## src/rtl/regfile_dump_tx_if.sv

```systemverilog
// Byte-stream handshake between the regfile dump engine and the board UART
// transmitter. A byte moves on a rising clock edge where tx_valid & tx_ready.
interface regfile_dump_tx_if;
    logic [7:0] tx_data;
    logic       tx_valid;
    logic       tx_ready;

    modport master (
        output tx_data,
        output tx_valid,
        input  tx_ready
    );

    modport slave (
        input  tx_data,
        input  tx_valid,
        output tx_ready
    );
endinterface

```

## src/rtl/regfile_dump_tx.sv

```systemverilog
// Register-file dump engine: a synchronised, edge-detected BTND press takes
// over the regfile rs1 read port, reads r0..r(NUM_REGS-1) in order and streams
// them as a framed, little-endian byte stream (HDR, register bytes, TRL).
module regfile_dump_tx #(
    parameter int          NUM_REGS    = 32,
    parameter int          REG_WIDTH   = 32,
    parameter int          SYNC_STAGES = 2,
    parameter logic [7:0]  HDR_BYTE    = 8'hA5,
    parameter logic [7:0]  TRL_BYTE    = 8'h5A
) (
    input  logic                  clock,
    input  logic                  reset,
    input  logic                  BTND,
    input  logic [4:0]            rs1_core,
    output logic [4:0]            rs1,
    input  logic [REG_WIDTH-1:0]  regA,
    regfile_dump_tx_if.master     tx,
    output logic                  busy,
    output logic                  done
);

    localparam int BYTES = REG_WIDTH / 8;
    localparam int BC_W  = (BYTES > 1) ? $clog2(BYTES) : 1;
    localparam logic [BC_W-1:0] BC_LAST  = BC_W'(BYTES - 1);
    localparam logic [4:0]      IDX_LAST = 5'(NUM_REGS - 1);

    localparam logic [2:0] S_IDLE = 3'd0;
    localparam logic [2:0] S_HDR  = 3'd1;
    localparam logic [2:0] S_SEL  = 3'd2;
    localparam logic [2:0] S_SEND = 3'd3;
    localparam logic [2:0] S_TRL  = 3'd4;

    logic [SYNC_STAGES-1:0] sync_q;
    logic                   edge_q;
    logic                   start;
    logic [2:0]             state;
    logic [4:0]             index;
    logic [REG_WIDTH-1:0]   sr;
    logic [BC_W-1:0]        bc;
    logic                   xfer;

    // Synchronise the raw button and keep the previous synchronised level for edge detection
    always_ff @(posedge clock or negedge reset) begin
        if (!reset) begin
            sync_q <= '0;
            edge_q <= 1'b0;
        end else begin
            sync_q <= {sync_q[SYNC_STAGES-2:0], BTND};
            edge_q <= sync_q[SYNC_STAGES-1];
        end
    end

    assign start = sync_q[SYNC_STAGES-1] & ~edge_q;

    // Decode busy, read-port mux and the byte presented to the transmitter from the state
    always_comb begin
        busy        = (state != S_IDLE);
        rs1         = busy ? index : rs1_core;
        tx.tx_valid = 1'b0;
        tx.tx_data  = 8'h00;
        case (state)
            S_HDR: begin
                tx.tx_valid = 1'b1;
                tx.tx_data  = HDR_BYTE;
            end
            S_SEND: begin
                tx.tx_valid = 1'b1;
                tx.tx_data  = sr[7:0];
            end
            S_TRL: begin
                tx.tx_valid = 1'b1;
                tx.tx_data  = TRL_BYTE;
            end
            default: begin
                tx.tx_valid = 1'b0;
                tx.tx_data  = 8'h00;
            end
        endcase
        xfer = tx.tx_valid & tx.tx_ready;
    end

    // Frame sequencer: header, per-register capture then LSB-first bytes, trailer, done pulse
    always_ff @(posedge clock or negedge reset) begin
        if (!reset) begin
            state <= S_IDLE;
            index <= '0;
            sr    <= '0;
            bc    <= '0;
            done  <= 1'b0;
        end else begin
            done <= 1'b0;
            case (state)
                S_IDLE: begin
                    if (start) begin
                        state <= S_HDR;
                    end
                end
                S_HDR: begin
                    if (xfer) begin
                        state <= S_SEL;
                    end
                end
                S_SEL: begin
                    sr    <= regA;
                    bc    <= '0;
                    state <= S_SEND;
                end
                S_SEND: begin
                    if (xfer) begin
                        sr <= sr >> 8;
                        bc <= bc + 1'b1;
                        if (bc == BC_LAST) begin
                            if (index == IDX_LAST) begin
                                state <= S_TRL;
                            end else begin
                                index <= index + 5'd1;
                                state <= S_SEL;
                            end
                        end
                    end
                end
                S_TRL: begin
                    if (xfer) begin
                        state <= S_IDLE;
                        index <= '0;
                        done  <= 1'b1;
                    end
                end
                default: begin
                    state <= S_IDLE;
                end
            endcase
        end
    end

endmodule

```

## src/flat_wrapper.sv

```systemverilog
// flat-port wrapper written by rule: the top's interface ports become plain ports
module regfile_dump_tx_flat 
#(
    parameter int          NUM_REGS    = 32,
    parameter int          REG_WIDTH   = 32,
    parameter int          SYNC_STAGES = 2,
    parameter logic [7:0]  HDR_BYTE    = 8'hA5,
    parameter logic [7:0]  TRL_BYTE    = 8'h5A
)
  (clock, reset, BTND, rs1_core, rs1, regA, busy, done, tx_tx_data, tx_tx_valid, tx_tx_ready);
  regfile_dump_tx_if tx_i ();
  input  logic clock;
  input  logic reset;
  input  logic BTND;
  input  logic [4:0] rs1_core;
  output logic [4:0] rs1;
  input  logic [REG_WIDTH-1:0] regA;
  output logic busy;
  output logic done;
  output wire logic [$bits(tx_i.tx_data)-1:0] tx_tx_data;
  output wire logic [$bits(tx_i.tx_valid)-1:0] tx_tx_valid;
  input wire logic [$bits(tx_i.tx_ready)-1:0] tx_tx_ready;
  assign tx_tx_data = tx_i.tx_data;
  assign tx_tx_valid = tx_i.tx_valid;
  assign tx_i.tx_ready = tx_tx_ready;
  regfile_dump_tx #(.NUM_REGS(NUM_REGS), .REG_WIDTH(REG_WIDTH), .SYNC_STAGES(SYNC_STAGES), .HDR_BYTE(HDR_BYTE), .TRL_BYTE(TRL_BYTE)) u_core (.clock(clock), .reset(reset), .BTND(BTND), .rs1_core(rs1_core), .rs1(rs1), .regA(regA), .tx(tx_i), .busy(busy), .done(done));
endmodule
```

## config.mk

```make
export PLATFORM = sky130hd
export DESIGN_NAME = regfile_dump_tx_flat
export DESIGN_NICKNAME = d
export VERILOG_FILES = /design/src/rtl/regfile_dump_tx_if.sv /design/src/rtl/regfile_dump_tx.sv /design/src/flat_wrapper.sv
export SDC_FILE = /design/constraint.sdc
export NUM_CORES = 1
export LEC_CHECK = 0
export CORE_MARGIN = 3
export CORE_UTILIZATION = 33
export DETAILED_ROUTE_END_ITERATION = 8
export SLEW_MARGIN = 40
export SYNTH_ARGS = -nofsm -noshare
export SYNTH_HDL_FRONTEND = slang
export SYNTH_SLANG_ARGS = --single-unit
```

## constraint.sdc

```tcl
create_clock -name clock -period 2.35 [get_ports clock]
set_input_delay 0.705 -clock clock [delete_from_list [all_inputs] [get_ports clock]]
set_output_delay 0.705 -clock clock [all_outputs]
set_load 0.02 [all_outputs]
```

==> impl_metrics.py <==
metrics = {
    "global_routing": {
        "use_met3": 0.0480,
        "grt_pass1_vias": 1673,
        "grt_max_degree": 45,
        "use_met2": 0.208,
        "grt_use_met1": 0.158,
        "overflow": 0,
        "grt_most_used_layer": "met2",
        "antenna_found_initial": 0,
        "grt_use_total": 0.127,
        "grt_pass1_wl_um": 7670,
    },
    "power_and_ir_drop": {
        "p_leak_nw": 1.50,
        "p_comb_frac": 0.357,
        "finalPower_mw": 2.56,
        "power_density_nw_per_um2": 856,
        "switching_share": 0.341,
        "ir_drop_v": 0.000352,
        "p_int_mw": 1.69,
        "seqPwrFrac": 0.451,
        "p_sw_mw": 0.872,
        "p_clk_frac": 0.193,
    },
    "cells_and_area": {
        "multi_input_area_um2": 950,
        "seq_area_um2": 1150,
        "utilization": 0.465,
        "fillers": 623,
        "drive_above_1_share": 0.157,
        "final_area_um2": 2990,
        "nets": 324,
        "n_antenna_cell": 0,
        "areaGrowthSynthToFinish_pct": 35.7,
    },
    "synth": {
        "synth-compound-area-share": 0.152,
        "synth_adder_area_share": 0.0170,
        "yosysUniqueCellTypes": 28,
        "seq_area_frac_synth": 0.522,
        "yosys_register_bits": 46,
        "mappedNetlistNets": 259,
        "synth.mux.area_fraction": 0.129,
        "avgSynthCellArea_um2": 10.2,
        "synth_area_um2": 2200,
        "synth_top_family_by_area": "compound AO/OA/AOI/OAI gates",
        "yosys.area_share.xor_xnor": 0,
        "yosys.area_share.simple": 0.122,
        "postSynthCellCount": 215,
        "ys_warn_count": 0,
    },
    "die": {
        "core_area_um2": 6420,
        "die_h_um": 87.7,
        "ios": 57,
        "rows": 29,
        "die-area_um2": 7690,
        "initial_core_util": 0.343,
        "die_w_um": 87.7,
    },
    "sta": {
        "finalCritPeriodShare": 0.981,
        "tightest_slew_ns": 0.561,
        "slew_viol_final": 0,
        "final.min_clock_period_ns": 2.30,
        "max_slew_margin": 0.624,
        "hold_slack_ns": 0.207,
        "fmax_ghz": 0.434,
        "tns_ns": 0,
        "rsz0062_at_grt": "true",
        "hold_viol": 0,
        "finalSetupViolCount": 0,
        "skew_ns": 0.00237,
    },
    "clocking": {
        "cts_root_buffer": "clkbuf_8",
        "clk_latency_ns": 0.29,
        "cts.clk_slew.worst_paths_ns": 0.08,
        "htreeDepth": 2,
        "cts_tree": "yes",
        "clock_sinks": 46,
        "hold_buffers": 0,
        "cts_buffers": 5,
        "cts_buffer_depth": 2,
    },
    "run": {
        "cap_violations": 0,
    },
    "critical_path": {
        "end_kind": "output port",
        "startpoint_type": "input pin",
        "critical_path.cell_chain": "clkdlybuf4s50_1 > nand2_1 > o21ai_0 > dlygate4sd2_1",
        "startpoint": "rs1_core[4]",
        "slowest_stage": "clkdlybuf4s50_1",
        "arrival_ns": 1.60,
        "r2r_slack_ns": 0.41,
        "required_ns": 1.64,
        "cp_num_cells": 4,
        "r2r_end": "u_core.index[3]",
        "path_delay_family": "buffers and inverters",
        "worst-setup-path-type": "input pin to output port",
        "r2r_start": "u_core.state[1]",
        "r2r_cells": 6,
        "cp-endpoint": "rs1[4]",
        "cp_slowest_stage_delay_ns": 0.45,
        "path_buf_inv": 2,
        "path_max_fanout": 1,
    },
    "drt": {
        "finalWirelength_um": 4600,
        "post_drt_wl_per_cell_um": 12.8,
        "num_vias": 1704,
        "drt_iter0_markers": 44,
        "ant_nets": 0,
        "dr.pass1.iters": 4,
        "viasPerCell": 4.76,
        "drc": 0,
    },
    "placed_design": {
        "hpwl_um": 3410,
        "globalplace.congestion": 0.779,
        "portBuffers": 56,
        "placed_cell_area_um2": 2910,
    },
    "outcome": {
        "status": "finished clean",
    },
    "min_path": {
        "hold_path_class": "input pin to asynchronous set/reset pin",
    },
}
==> cell usage in the layout, fill, tap and decap left out, types with 3 or more instances in the layout <==
cell | netlist | layout
inv_1 | 11 | 11
nand2_1 | 40 | 39
nor2_1 | 3 | 3
clkbuf_8 | 0 | 6
nand3_1 | 5 | 5
buf_4 | 2 | 13
ha_1 | 3 | 3
a22o_1 | 9 | 9
o21ai_0 | 32 | 31
a21oi_1 | 8 | 8
dfrtp_1 | 46 | 46
buf_6 | 2 | 3
clkdlybuf4s50_1 | 0 | 40
clkbuf_2 | 0 | 7
buf_2 | 7 | 3
mux2i_1 | 24 | 24
==> what timing repair did <==
| item | in CTS | in global routing |
|---|---|---|
| endpoints found under the hold margin | 0 | 0 |
| pin swaps | 0 | 1 |
| buffers inserted | 2 | 0 |
| resized for setup | 28 | 23 |
| endpoints found under the setup margin | 15 | 11 |
==> cell type report <==
cell class / instances / share of cell area
Clock buffer: 7 / 0.0289
Clock inverter: 1 / 0.00167
Inverter: 11 / 0.0138
Multi-Input combinational cell: 144 / 0.318
Sequential cell: 46 / 0.385
Tap cell: 77 / 0.0322
Timing Repair Buffer: 72 / 0.221
==> cell families after synthesis <==
kind of cell               after synthesis
AOI/OAI and AO/OA                       53
adders and majority gates                3
buffers and inverters                   25
DFF                                     46
muxes                                   28
and+or+nand+nor                         60
==> worst reg2reg max path: cells and delay by family, from the launching register on <==
family / cells / cell delay, ns
and+or+nand+nor: 2 / 0.66
buffers and inverters: 2 / 0.50
DFF: 1 / 0.38
AOI/OAI and AO/OA: 2 / 0.34
==> state kept, by name (all words and copies together) (netlist names) <==
signal,cells
u_core.sr,32
u_core.index,5
u_core.state,3
u_core.bc,2
u_core.sync_q,2
u_core.done,1
u_core.edge_q,1
==> power groups by stage <==
stage,registers (mW),logic [mW],clock network [mW]
after floorplan,1.13,0.613,0
after global placement,1.16,0.975,0
after detailed placement,1.17,0.992,0
after CTS,1.16,0.917,0.513
after global routing,1.19,1.03,0.546
final,1.15,0.912,0.493
==> Yosys cell counts, drive strengths merged <==
cell | number | area, um^2
nor3 | 2 | 10.0
nand4 | 1 | 6.26
nand2b | 2 | 12.5
dfrtp | 46 | 1150
a32o | 1 | 10.0
nand3b | 1 | 7.51
a311oi | 1 | 8.76
mux2 | 4 | 45.0
nand2 | 40 | 150
nor2 | 3 | 11.3
inv | 11 | 41.3
and3b | 1 | 8.76
and3 | 1 | 6.26
o21ai | 32 | 160
buf | 11 | 72.6
a22o | 9 | 78.8
a21oi | 8 | 40.0
and4bb | 1 | 12.5
a41o | 1 | 10.0
nor2b | 1 | 6.26
clkbuf | 3 | 11.3
mux2i | 24 | 240
a41oi | 1 | 27.5
ha | 3 | 37.5
or3 | 2 | 12.5
nand3 | 5 | 25.0
==> worst min path at each step <==
stage / from / endpoint
final: reset / u_core.sr[28]
after global routing: reset / u_core.sr[28]
after CTS: reset / u_core.sr[28]
after detailed placement: u_core.sync_q[0] / u_core.sync_q[1]
after global placement: u_core.sync_q[0] / u_core.sync_q[1]
after floorplan: u_core.sync_q[0] / u_core.sync_q[1]
==> per-layer routing <==
layer	share of wire	vias up
met3	0.073	2
met5	0	-
met4	0.0033	0
met1	0.47	785
met2	0.46	45
li1	-	872
==> metrics by stage <==
| step | worst slack, ns | cells |
|---|---|---|
| 2_1_floorplan | 0.153 | 215 |
| 3_3_place_gp | -0.237 | 348 |
| 3_5_place_dp | -0.258 | 348 |
| 4_1_cts | -0.00495 | 358 |
| 5_1_grt | -0.00794 | 358 |
| 6_report | 0.0456 | 358 |
No activity file was read; power rests on OpenSTA's default activity.
